`src/rtl/arb_pkg.sv`:
```
// Shared constants and state encoding for the round-robin grant sequencer.
package arb_pkg;

  localparam int unsigned N_REQ = 8;
  localparam int unsigned IDX_W = 3;
  localparam int unsigned CNT_W = 8;

  typedef enum logic {
    IDLE = 1'b0,
    BUSY = 1'b1
  } state_e;

endpackage

```
`src/rtl/onehot_decoder_3to8.sv`:
```
// 3:8 binary-to-one-hot decoder used to drive the grant select lines.
module onehot_decoder_3to8
  import arb_pkg::*;
(
  input  logic [IDX_W-1:0] idx_i,
  output logic [N_REQ-1:0] onehot_o
);

  assign onehot_o = N_REQ'(1) << idx_i;

endmodule

```
`src/rtl/grant_sequencer_8.sv`:
```
// Registered 8-way round-robin arbiter with hold-until-release and a
// maximum-hold timeout that forces priority rotation.
module grant_sequencer_8
  import arb_pkg::*;
#(
  parameter int unsigned MAX_HOLD = 16
) (
  input  logic             Clk,
  input  logic             Rst,
  input  logic [N_REQ-1:0] Req,
  input  logic             Done,
  output logic [N_REQ-1:0] Grant,
  output logic [IDX_W-1:0] GrantIdx,
  output logic             Valid,
  output logic             Timeout
);

  state_e             state_q, state_d;
  logic [IDX_W-1:0]   idx_q, idx_d;
  logic [IDX_W-1:0]   last_q, last_d;
  logic               valid_q, valid_d;
  logic [CNT_W-1:0]   cnt_q, cnt_d;
  logic               timeout_q, timeout_d;

  logic [IDX_W-1:0]   base;
  logic [IDX_W-1:0]   cand;
  logic [IDX_W-1:0]   win;
  logic               found;
  logic               rel_done, rel_drop, rel_hold, release_now;
  logic [N_REQ-1:0]   dec_onehot;

  // Rotating-priority search: offsets 1..8, so the base itself is checked last.
  always_comb begin
    base  = (state_q == IDLE) ? last_q : idx_q;
    cand  = '0;
    win   = '0;
    found = 1'b0;
    for (int unsigned off = 1; off <= N_REQ; off++) begin
      cand = base + IDX_W'(off);
      if (!found && Req[cand]) begin
        found = 1'b1;
        win   = cand;
      end
    end
  end

  assign rel_done    = Done;
  assign rel_drop    = ~Req[idx_q];
  assign rel_hold    = (cnt_q == CNT_W'(MAX_HOLD));
  assign release_now = rel_done | rel_drop | rel_hold;

  always_comb begin
    state_d   = state_q;
    idx_d     = idx_q;
    last_d    = last_q;
    valid_d   = valid_q;
    cnt_d     = cnt_q;
    timeout_d = 1'b0;
    case (state_q)
      IDLE: begin
        if (found) begin
          idx_d   = win;
          last_d  = win;
          valid_d = 1'b1;
          cnt_d   = CNT_W'(1);
          state_d = BUSY;
        end
      end
      BUSY: begin
        if (release_now) begin
          // Timeout flags only releases forced purely by the hold limit.
          timeout_d = rel_hold & ~rel_done & ~rel_drop;
          if (found) begin
            idx_d  = win;
            last_d = win;
            cnt_d  = CNT_W'(1);
          end else begin
            valid_d = 1'b0;
            cnt_d   = '0;
            state_d = IDLE;
          end
        end else begin
          cnt_d = cnt_q + CNT_W'(1);
        end
      end
      default: begin
        state_d = IDLE;
        valid_d = 1'b0;
        cnt_d   = '0;
      end
    endcase
  end

  always_ff @(posedge Clk or posedge Rst) begin
    if (Rst) begin
      state_q   <= IDLE;
      idx_q     <= '0;
      last_q    <= IDX_W'(N_REQ - 1);
      valid_q   <= 1'b0;
      cnt_q     <= '0;
      timeout_q <= 1'b0;
    end else begin
      state_q   <= state_d;
      idx_q     <= idx_d;
      last_q    <= last_d;
      valid_q   <= valid_d;
      cnt_q     <= cnt_d;
      timeout_q <= timeout_d;
    end
  end

  onehot_decoder_3to8 u_dec (
    .idx_i    (idx_q),
    .onehot_o (dec_onehot)
  );

  assign Grant    = dec_onehot & {N_REQ{valid_q}};
  assign GrantIdx = idx_q;
  assign Valid    = valid_q;
  assign Timeout  = timeout_q;

endmodule

```
`config.mk`:
```
export PLATFORM = sky130hd
export DESIGN_NAME = grant_sequencer_8
export DESIGN_NICKNAME = d
export VERILOG_FILES = /design/src/rtl/arb_pkg.sv /design/src/rtl/onehot_decoder_3to8.sv /design/src/rtl/grant_sequencer_8.sv
export SDC_FILE = /design/constraint.sdc
export NUM_CORES = 1
export LEC_CHECK = 0
export CORE_UTILIZATION = 44
export DETAILED_ROUTE_END_ITERATION = 8
export GPL_TIMING_DRIVEN = 0
export PLACE_DENSITY = 0.76
export SLEW_MARGIN = 15
export SYNTH_ARGS = -nofsm -noshare
export SYNTH_HDL_FRONTEND = slang
export SYNTH_HIERARCHICAL = 1
export SYNTH_SLANG_ARGS = --single-unit
export TNS_END_PERCENT = 10
```
`constraint.sdc`:
```
create_clock -name Clk -period 3.9 [get_ports Clk]
set_input_delay 0.78 -clock Clk [delete_from_list [all_inputs] [get_ports Clk]]
set_output_delay 0.78 -clock Clk [all_outputs]
set_load 0.005 [all_outputs]
```
== After elaboration in Yosys (flattened, before gate mapping) ==
Cells that the tools add are included.

* Register bits after elaboration: 17
* ROM bits: 0
* Memories: 0
* Bits in latches: 0
* RAM bits: 0
* Input port bits: 11

* Shift-type cells: 1
* Bitwise gates (word level): 8
* Div/mod/pow operators: 0
* Reductions and logical operators: 15
* Mux-type cells: 54
* $add $sub $neg: 8
* Equal/unequal tests: 4
* $lt $le $gt $ge: 9
* $mul: 0

{| class="wikitable"
|+ Operator list
! kind !! count
|-
| $mux 3 || 13
|-
| $lt 3x4->1 const B || 9
|-
| $bmux 1 s3 || 9
|-
| $mux 1 || 25
|-
| $mux 8 || 2
|-
| $pmux 8 s2 || 1
|-
| $add 3x3->3 const B || 4
|-
| $pmux 3 s2 || 2
|-
| $add 8x1->8 const B || 1
|-
| $and 8x8->8 || 1
|-
| $eq 8x5->1 const B || 1
|-
| $shl 1x3->8 const A || 1
|-
| $logic_and 1x1->1 || 7
|-
| $logic_not 1->1 || 7
|-
| $add 3x2->3 const B || 2
|-
| $ne 2x2->1 const B || 2
|-
| $pmux 1 s2 || 2
|-
| $add 3x1->3 const B || 1
|-
| $not 1->1 || 3
|-
| $reduce_and 3->1 || 1
|-
| $and 1x1->1 || 2
|-
| $ne 2x1->1 const B || 1
|-
| $or 1x1->1 || 2
|}

== Depth between registers and ports, before layout ==
Gate-level depths: netlist (run 1).

* Depth in word-level cells: 29
* Gate-level depth with buffers: 18
* Depth with buffers taken out: 14

== Hierarchy ==
Netlist (run 1), hierarchy kept.

{| class="wikitable"
|+ Modules (own cells, without submodules)
! module !! sequential area each (µm²) !! times used !! cells each !! area each (µm²)
|-
| grant_sequencer_8 || 429.2 || 1 || 214 || 1891.8
|-
| onehot_decoder_3to8 || 0.0 || 1 || 8 || 65.1
|}

== Worst setup path after synthesis (run 1) ==
No wires, ideal clock.

* Kind: flip-flop to flip-flop
* Start point: register state_q
* End point: register cnt_q[7]
* Setup time: 0.126 ns
* Arrival: 4.042 ns
* Slack: -0.268 ns
* Path buffers: 5
* Cell stages (with the launch flop): 19
* Required time: 3.774 ns
* Cells stage by stage: dfrtp_1 > buf_6 > mux2i_4 > buf_4 > buf_1 > ha_1 > clkbuf_1 > a21oi_1 > a21oi_1 > nand4_4 > or4b_4 > inv_1 > ha_1 > clkbuf_1 > nor2_1 > and4_1 > nand3_1 > xor2_1 > nor2_1

* Cells in the longest elaborated chain, start to end: 27

{| class="wikitable"
|+ Ends and longest elaborated chain
! what !! line !! source
|-
| from (decl) || grant_sequencer_8.sv:18 || <nowiki>state_e state_q, state_d;</nowiki>
|-
| from (signal assigned) || grant_sequencer_8.sv:103 || <nowiki>state_q <= state_d;</nowiki>
|-
| $mux 3 || grant_sequencer_8.sv:34 || <nowiki>base = (state_q == IDLE) ? last_q : idx_q;</nowiki>
|-
| $add 3x1->3 || grant_sequencer_8.sv:39 || <nowiki>cand = base + IDX_W'(off);</nowiki>
|-
| $bmux 1 s3 || grant_sequencer_8.sv:40 || <nowiki>if (!found && Req[cand]) begin</nowiki>
|-
| $mux 1 (implied by the code) || grant_sequencer_8.sv:40 ||
|-
| $mux 1 || grant_sequencer_8.sv:40 ||
|-
| $logic_not 1->1 || grant_sequencer_8.sv:40 ||
|-
| $logic_and 1x1->1 || grant_sequencer_8.sv:40 ||
|-
| $mux 1 || grant_sequencer_8.sv:40 ||
|-
| (+11 left out) || -- ||
|-
| $mux 1 || grant_sequencer_8.sv:40 ||
|-
| $logic_not 1->1 || grant_sequencer_8.sv:40 ||
|-
| $logic_and 1x1->1 || grant_sequencer_8.sv:40 ||
|-
| $mux 1 || grant_sequencer_8.sv:40 ||
|-
| $logic_not 1->1 || grant_sequencer_8.sv:40 ||
|-
| $logic_and 1x1->1 || grant_sequencer_8.sv:40 ||
|-
| $mux 1 || grant_sequencer_8.sv:40 ||
|-
| $ne 2x2->1 (no source line) || -- ||
|-
| to (signal assigned) || grant_sequencer_8.sv:107 || <nowiki>cnt_q <= cnt_d;</nowiki>
|-
| to (decl) || grant_sequencer_8.sv:22 || <nowiki>logic [CNT_W-1:0] cnt_q, cnt_d;</nowiki>
|}

Parallel ways exist; a longest one is shown, timed or not. The select of a mux whose other input is x is not followed.
A chain may end at the register's enable or synchronous reset.

== Worst setup path after layout (run 1) ==
* Start point: input Req[1]
* End point: register cnt_q[7]

* Cells in the longest elaborated chain, start to end: 25

{| class="wikitable"
|+ Ends and longest elaborated chain
! what !! line !! source
|-
| from (decl) || grant_sequencer_8.sv:10 || <nowiki>input logic [N_REQ-1:0] Req,</nowiki>
|-
| $bmux 1 s3 || grant_sequencer_8.sv:40 ||
|-
| $mux 1 (implied by the code) || grant_sequencer_8.sv:40 ||
|-
| $mux 1 || grant_sequencer_8.sv:40 ||
|-
| $logic_not 1->1 || grant_sequencer_8.sv:40 ||
|-
| $logic_and 1x1->1 || grant_sequencer_8.sv:40 ||
|-
| $mux 1 || grant_sequencer_8.sv:40 ||
|-
| $logic_not 1->1 || grant_sequencer_8.sv:40 ||
|-
| $logic_and 1x1->1 || grant_sequencer_8.sv:40 ||
|-
| (+9 left out) || -- ||
|-
| $mux 1 || grant_sequencer_8.sv:40 ||
|-
| $logic_not 1->1 || grant_sequencer_8.sv:40 ||
|-
| $logic_and 1x1->1 || grant_sequencer_8.sv:40 ||
|-
| $mux 1 || grant_sequencer_8.sv:40 ||
|-
| $logic_not 1->1 || grant_sequencer_8.sv:40 ||
|-
| $logic_and 1x1->1 || grant_sequencer_8.sv:40 ||
|-
| $mux 1 || grant_sequencer_8.sv:40 ||
|-
| $ne 2x2->1 (no source line) || -- ||
|}

Parallel ways exist; a longest one is shown, timed or not. The select of a mux whose other input is x is not followed.

==> impl_metrics.env, run 1 <==
export IMPL_cts_reportedPaths_clkPinSlew_ns=0.07
export IMPL_grt_pass1_wl_um=7490
export IMPL_syn_area_per_cell_um2=8.81
export IMPL_first_iter_violations=132
export IMPL_cts_tree="done"
export IMPL_floorplan_die_width_um=68.7
export IMPL_antenna_found_initial=0
export IMPL_grt_use_total_pct=20.9
export IMPL_combinational_family_with_the_most_area_after_synthesis="simple AND/OR/NAND/NOR gates"
export IMPL_yosys_area_share_xor_xnor_pct=2.69
export IMPL_largest_net_degree_at_the_start_of_global_routing=18
export IMPL_insertion_delay_ns=0.25
export IMPL_cts_buffer_depth=2
export IMPL_post_route_cell_area_um2=2400
export IMPL_synth_mux_area_fraction_pct=25.6
export IMPL_antennaDiodeCount=0
export IMPL_clock_sinks=17
export IMPL_mappedNetlistNets=238
export IMPL_num_rows=23
export IMPL_detail_route_wl_per_cell_um=15.8
export IMPL_synth_simple_area_share_pct=26.1
export IMPL_status="finished clean"
export IMPL_postCtsHoldBufs=0
export IMPL_timing_critical_path_required_ns=4.03
export IMPL_dpl_cell_area_um2=2260
export IMPL_route_antenna_remaining_nets=0
export IMPL_reg2reg_depth=17
export IMPL_mappedNetlistArea_um2=1960
export IMPL_yosys_warnings=6
export IMPL_place_detailed_hpwl_um=3390
export IMPL_die_h_um=68.7
export IMPL_setup_viol=0
export IMPL_netlist_top_cell_by_area="sky130_fd_sc_hd__dfrtp_1"
export IMPL_grt_pass1_vias=1565
export IMPL_gp_congestion=0.917
export IMPL_ys_dominant_reg_cell="sky130_fd_sc_hd__dfrtp_1"
export IMPL_fmax_ghz=0.263
export IMPL_first_pass_iters=4
export IMPL_report_final_hold_viol_count=0
export IMPL_number_of_synthesized_flops_with_an_enable_pin=0
export IMPL_area_delta_synth_final_pct=22.6
export IMPL_finish_net_count=266
export IMPL_ctsRootBufferMaster="sky130_fd_sc_hd__clkbuf_8"
export IMPL_port_buffer_count=23
export IMPL_netlist_instances=222
export IMPL_drv_slew=0
export IMPL_timing_setup_critical_path_class="in2reg"
export IMPL_async_flop_share_pct=100
export IMPL_ys_seq_elements=17
export IMPL_io_pins=24
export IMPL_initial_util_pct=47.2
export IMPL_cp_start_kind="input pin"
export IMPL_numPlacedInstances=295
export IMPL_finalNonFillerCells=299
export IMPL_synth_top_cell_area_share_pct=17.9
export IMPL_critical_path_end_type="flop"
export IMPL_most_frequent_cell_after_synthesis="sky130_fd_sc_hd__nand2_1"
export IMPL_htreeDepth=1
export IMPL_power_leakage_nw=1.00
export IMPL_period_needed_ns=3.80
export IMPL_netlist_top_cells_area="sky130_fd_sc_hd__dfrtp_1, sky130_fd_sc_hd__mux4_2, sky130_fd_sc_hd__mux2i_1"
export IMPL_power_density_nw_per_um2=923
export IMPL_fin_worst_skew_ns=0.00491
export IMPL_peakVddDrop_v=0.000654
export IMPL_synth_compound_area_share_pct=16.4
export IMPL_critical_path_max_fanout=9
export IMPL_vias=1836
export IMPL_drive_above_1_share_pct=18.9
export IMPL_netlist_cell_types=51
export IMPL_post_synth_most_frequent_cells="sky130_fd_sc_hd__nand2_1, sky130_fd_sc_hd__nor2_1, sky130_fd_sc_hd__mux2i_1"
export IMPL_tritoncts_buffer_count=3
export IMPL_class_of_the_most_critical_hold_timing_path="reg2reg"
export IMPL_synth_seq_area_share_pct=21.9
export IMPL_worst_pin_slew_ns=0.924
export IMPL_drt_wl_total_um=4720
export IMPL_design_die_area_um2=4720
export IMPL_worst_slew_margin_rel_pct=37.8
export IMPL_synth_fa_ha_area_share_pct=3.20
export IMPL_min_path_cells=2
export IMPL_worst_ep_arrival_time_ns=3.93
export IMPL_grt_remaining_overflow=0
export IMPL_final_period_utilization_pct=97.4
export IMPL_route_detailed_vias_per_inst=6.14
export IMPL_drc_viols=0
export IMPL_cap_violations=0
export IMPL_core_area_um2=4140
==> worst paths after layout <==
kind | startpoint | endpoint | slack, ns
hold / removal | last_q[2] | last_q[2] | 0.48
max in group asynchronous | Rst | GrantIdx[0] | 2.56
setup / recovery | Req[1] | cnt_q[7] | 0.10
min in group asynchronous | Rst | cnt_q[2] | 0.90
setup reg to reg | state_q | cnt_q[7] | 0.17
hold reg to reg | last_q[2] | last_q[2] | 0.48
==> timing repair <==
item,4_1_cts,5_1_grt
buffers inserted,1,0
resized for setup,8,13
endpoints found under the hold margin,0,0
gates cloned,0,0
setup endpoints to repair,8,3
==> cell type report <==
type | instances | area (um^2)
Buffer | 4 | 48.8
Clock buffer | 4 | 45.0
Fill cell | 371 | 1740
Inverter | 13 | 48.8
Multi-Input combinational cell | 187 | 1520
Sequential cell | 17 | 430
Tap cell | 50 | 62.6
Timing Repair Buffer | 24 | 243
==> cell usage in the layout, fill, tap and decap left out, types with 3 or more instances in the layout <==
| cell type | synthesis | final |
|---|---|---|
| sky130_fd_sc_hd__nand2_1 | 30 | 30 |
| sky130_fd_sc_hd__nor2_1 | 19 | 19 |
| sky130_fd_sc_hd__and3b_2 | 3 | 3 |
| sky130_fd_sc_hd__dfrtp_1 | 14 | 13 |
| sky130_fd_sc_hd__clkbuf_8 | 0 | 3 |
| sky130_fd_sc_hd__inv_1 | 12 | 12 |
| sky130_fd_sc_hd__nand2b_1 | 7 | 7 |
| sky130_fd_sc_hd__xor2_1 | 3 | 3 |
| sky130_fd_sc_hd__mux2i_1 | 15 | 13 |
| sky130_fd_sc_hd__ha_1 | 5 | 3 |
| sky130_fd_sc_hd__o21ai_0 | 12 | 12 |
| sky130_fd_sc_hd__nor3_1 | 6 | 4 |
| sky130_fd_sc_hd__o22ai_1 | 3 | 3 |
| sky130_fd_sc_hd__and2_1 | 10 | 10 |
| sky130_fd_sc_hd__a21oi_1 | 12 | 11 |
| sky130_fd_sc_hd__a32oi_1 | 3 | 3 |
| sky130_fd_sc_hd__mux4_2 | 11 | 11 |
| sky130_fd_sc_hd__dfstp_2 | 3 | 3 |
| sky130_fd_sc_hd__a31oi_1 | 5 | 5 |
| sky130_fd_sc_hd__buf_6 | 1 | 3 |
| sky130_fd_sc_hd__nand3_1 | 3 | 3 |
| sky130_fd_sc_hd__nor3b_1 | 4 | 4 |
| sky130_fd_sc_hd__mux2i_4 | 3 | 5 |
| sky130_fd_sc_hd__clkdlybuf4s50_1 | 0 | 21 |
==> sequential cells by signal, indices dropped and copies added (netlist names) <==
| name | flops |
|---|---|
| state_q | 1 |
| GrantIdx | 3 |
| Timeout | 1 |
| last_q | 3 |
| Valid | 1 |
| cnt_q | 8 |
==> kinds of logic after synthesis <==
kind of cell | after synthesis
mux | 32
compound gates | 49
simple gates | 95
xor+xnor | 6
fa+ha+maj | 5
buf+inv | 18
flops | 17
==> per-stage QoR <==
step / worst slack, ns / power, mW / util, % / hold slack, ns / TNS (ns)
2_1_floorplan: 0.00487 / 1.60 / - / 0.445 / 0
3_3_place_gp: -0.506 / 1.91 / 54.5 / 0.453 / -1.70
3_5_place_dp: -0.545 / 1.95 / 54.5 / 0.492 / -2.03
4_1_cts: 0.00883 / 2.12 / 56.3 / 0.480 / 0
5_1_grt: -0.00612 / 2.41 / 57.9 / 0.514 / -0.00612
6_report: 0.100 / 2.21 / 57.9 / 0.480 / 0
==> report_power, final <==
group	internal [mW]	switching, mW	total (mW)
combinational	0.792	0.958	1.75
clock	0.0725	0.0583	0.131
sequential	0.244	0.0893	0.333
==> routing by layer <==
layer | track usage (%) | routed length (um) | vias up
li1 | - | - | 894
met1 | 30.3 | 2220 | 884
met2 | 33.3 | 2260 | 52
met3 | 1.97 | 196 | 6
met4 | 5.10 | 44 | 0
met5 | 0 | 0 | -
==> worst max-delay path, stage by stage <==
cell	delay [ns]
sky130_fd_sc_hd__clkdlybuf4s50_1	0.57
sky130_fd_sc_hd__mux4_2	0.54
sky130_fd_sc_hd__and2_1	0.20
sky130_fd_sc_hd__or2_2	0.33
sky130_fd_sc_hd__or4b_4	0.57
sky130_fd_sc_hd__inv_1	0.11
sky130_fd_sc_hd__ha_4	0.19
sky130_fd_sc_hd__nor2_1	0.08
sky130_fd_sc_hd__and4_1	0.23
sky130_fd_sc_hd__nand3_1	0.10
sky130_fd_sc_hd__xor2_1	0.15
sky130_fd_sc_hd__nor2_1	0.06
Note: power is estimated with default switching activity, not from simulation.
==> inputs of run 2 (changes only) <==
CORE_ASPECT_RATIO = 0.9   (was unset)
==> run 2 against run 1 <==
Global-route usage is 0.78 points higher. Combinational power hardly changed. Routed wire length is 6.1% higher. Flip-flop and latch count stayed put. Clock skew is 0.0011 ns higher. Critical path depth stayed put. Critical path type unchanged. Largest power group unchanged.
==> impl_metrics.env, run 2 (same netlist as run 1, synthesis figures left out) <==
export IMPL_drt_wl_total_um=5010
export IMPL_grt_remaining_overflow=0
export IMPL_r2r_start="state_q"
export IMPL_startpoint="Req[2]"
export IMPL_power_leakage_nw=1.07
export IMPL_dpl_cell_area_um2=2270
export IMPL_finish_net_count=273
export IMPL_largest_net_degree_at_the_start_of_global_routing=18
export IMPL_initial_util_pct=47.1
export IMPL_fmax_ghz=0.266
export IMPL_first_iter_violations=120
export IMPL_regMostFlops="cnt_q"
export IMPL_place_detailed_hpwl_um=3520
export IMPL_antennaDiodeCount=0
export IMPL_final_period_utilization_pct=96.4
export IMPL_max_ffs_per_register=8
export IMPL_sequential_cell_area_um2=430
export IMPL_gp_congestion=0.855
export IMPL_timing_setup_critical_path_class="in2reg"
export IMPL_grt_use_total_pct=21.7
export IMPL_status="finished clean"
export IMPL_tritoncts_buffer_count=3
export IMPL_post_route_cell_area_um2=2460
export IMPL_fin_worst_skew_ns=0.00597
export IMPL_vias=1863
export IMPL_core_area_um2=4160
export IMPL_worst_slew_margin_rel_pct=43.8
export IMPL_worst_case_setup_slack_after_placement_ns=-0.556
export IMPL_cp_start_kind="input pin"
export IMPL_worst_pin_slew_ns=0.836
export IMPL_power_density_nw_per_um2=915
export IMPL_cts_buffer_depth=2
export IMPL_worst_path_stages=12
export IMPL_timing_critical_path_mode_cell="sky130_fd_sc_hd__nor2_1"
export IMPL_floorplan_die_width_um=72.3
export IMPL_nFillCells=351
export IMPL_design_die_area_um2=4720
export IMPL_critical_path_max_fanout=9
export IMPL_worst_slack_ns=0.139
export IMPL_drv_slew=0
export IMPL_timing_critical_path_slowest_stage_cell="sky130_fd_sc_hd__or4b_4"
export IMPL_htreeDepth=1
export IMPL_cpLargestDelayFamily="simple AND/OR/NAND/NOR gates"
export IMPL_hp_start="last_q[2]"
export IMPL_period_needed_ns=3.76
export IMPL_path_cells="clkdlybuf4s50_1, mux4_2, mux2i_4, nand4_4, or4b_4, inv_1, ha_4, nor2_1, and4_1, nand3_1, xor2_1, nor2_1"
export IMPL_drive_above_1_share_pct=20.7
export IMPL_cap_violations=0
export IMPL_io_pins=24
export IMPL_first_pass_iters=4
export IMPL_drc_viols=0
export IMPL_reg2reg_depth=17
export IMPL_ctsRootBufferMaster="sky130_fd_sc_hd__clkbuf_8"
export IMPL_report_final_hold_viol_count=0
export IMPL_grt_pass1_wl_um=8070
export IMPL_cts_tree="done"
export IMPL_port_buffer_count=23
export IMPL_finalCoreUtilization_pct=59.1
export IMPL_detail_route_wl_per_cell_um=15.9
export IMPL_peakVddDrop_v=0.000612
export IMPL_mostFrequentLayoutCell="sky130_fd_sc_hd__nand2_1"
export IMPL_clock_sinks=17
export IMPL_multi_input_comb_area_um2=1510
export IMPL_grt_pass1_vias=1639
export IMPL_die_h_um=65.3
export IMPL_critical_path_n_buffers_inverters=2
export IMPL_min_path_cells=2
export IMPL_internal_reg_to_reg_setup_slack_ns=0.19
export IMPL_antenna_found_initial=0
export IMPL_highest_count_cells_in_the_layout_ignoring_fill_and_taps="sky130_fd_sc_hd__nand2_1, sky130_fd_sc_hd__nor2_1, sky130_fd_sc_hd__clkdlybuf4s50_1, sky130_fd_sc_hd__dfrtp_1"
export IMPL_route_antenna_remaining_nets=0
export IMPL_timing_critical_path_required_ns=4.02
export IMPL_critical_path_end_type="flop"
export IMPL_worst_ep_arrival_time_ns=3.88
export IMPL_insertion_delay_ns=0.25
export IMPL_class_of_the_most_critical_hold_timing_path="reg2reg"
export IMPL_total_power_mw=2.25
export IMPL_num_rows=22
export IMPL_crit_path_max_incr_delay_ns=0.58
export IMPL_route_detailed_vias_per_inst=5.90
export IMPL_setup_viol=0
export IMPL_area_delta_synth_final_pct=25.5
export IMPL_cts_reportedPaths_clkPinSlew_ns=0.06
run 2: changes by cell type in the layout (fill, tap and decap cells not counted):
cell,delta
sky130_fd_sc_hd__mux2i_2,+2
sky130_fd_sc_hd__buf_6,-1
sky130_fd_sc_hd__clkdlybuf4s50_1,-4
sky130_fd_sc_hd__mux2i_4,-1
sky130_fd_sc_hd__buf_4,+8
sky130_fd_sc_hd__dlymetal6s2s_1,+4
sky130_fd_sc_hd__nor3_2,-2
sky130_fd_sc_hd__mux2i_1,-1
sky130_fd_sc_hd__nor3_1,+2
run 2: power breakdown:
group / leakage, nW / switching, mW / internal (mW)
Clock: 0.0228 / 0.0557 / 0.0724
Sequential: 0.210 / 0.0927 / 0.243
Combinational: 0.833 / 0.967 / 0.816
run 2: worst register-to-register path: cells and delay by family (launching register included):
kind | cells | cell delay [ns]
muxes | 1 | 0.20
and+or+nand+nor | 6 | 1.23
adders and majority gates | 2 | 0.59
xor gates and xnor gates | 1 | 0.14
DFF | 1 | 0.37
AOI/OAI and AO/OA | 2 | 0.28
buffers and inverters | 5 | 0.77
run 2: stage by stage:
stage	TNS (ns)	hold slack [ns]	std cells
6_report	0	0.477	316
5_1_grt	-0.00680	0.498	316
4_1_cts	0	0.474	309
3_5_place_dp	-2.15	0.464	305
3_3_place_gp	-1.71	0.457	305
2_1_floorplan	0	0.445	222
run 2: final timing paths:
path	end
worst max-delay path	cnt_q[7]
max in group asynchronous	GrantIdx[0]
worst max register to register	cnt_q[7]
min in group asynchronous	GrantIdx[2]
worst min register to register	last_q[2]
worst min-delay path	last_q[2]
run 2: routing by layer:
| layer | share of wire (%) | GRT usage (%) | vias up |
|---|---|---|---|
| li1 | - | - | 896 |
| met1 | 46 | 33.4 | 880 |
| met2 | 45 | 32.5 | 83 |
| met3 | 7.8 | 3.53 | 4 |
| met4 | 0.54 | 2.70 | 0 |
| met5 | 0 | 0 | - |
run 2: area by class of cell:
type                            count  share of cell area [%]
Clock buffer                        4                    1.83
Sequential cell                    17                    17.5
Tap cell                           60                    3.06
Timing Repair Buffer               31                    12.4
Inverter                           13                    1.99
Buffer                              4                    1.83
Multi-Input combinational cell    187                    61.3
run 2: timing repair:
item / in CTS / in global routing
endpoints found under the setup margin: 8 / 2
buffers inserted: 1 / 7
gates resized for setup: 10 / 12
pin swaps: 0 / 1
hold buffers: 0 / 0
hold endpoints to repair: 0 / 0
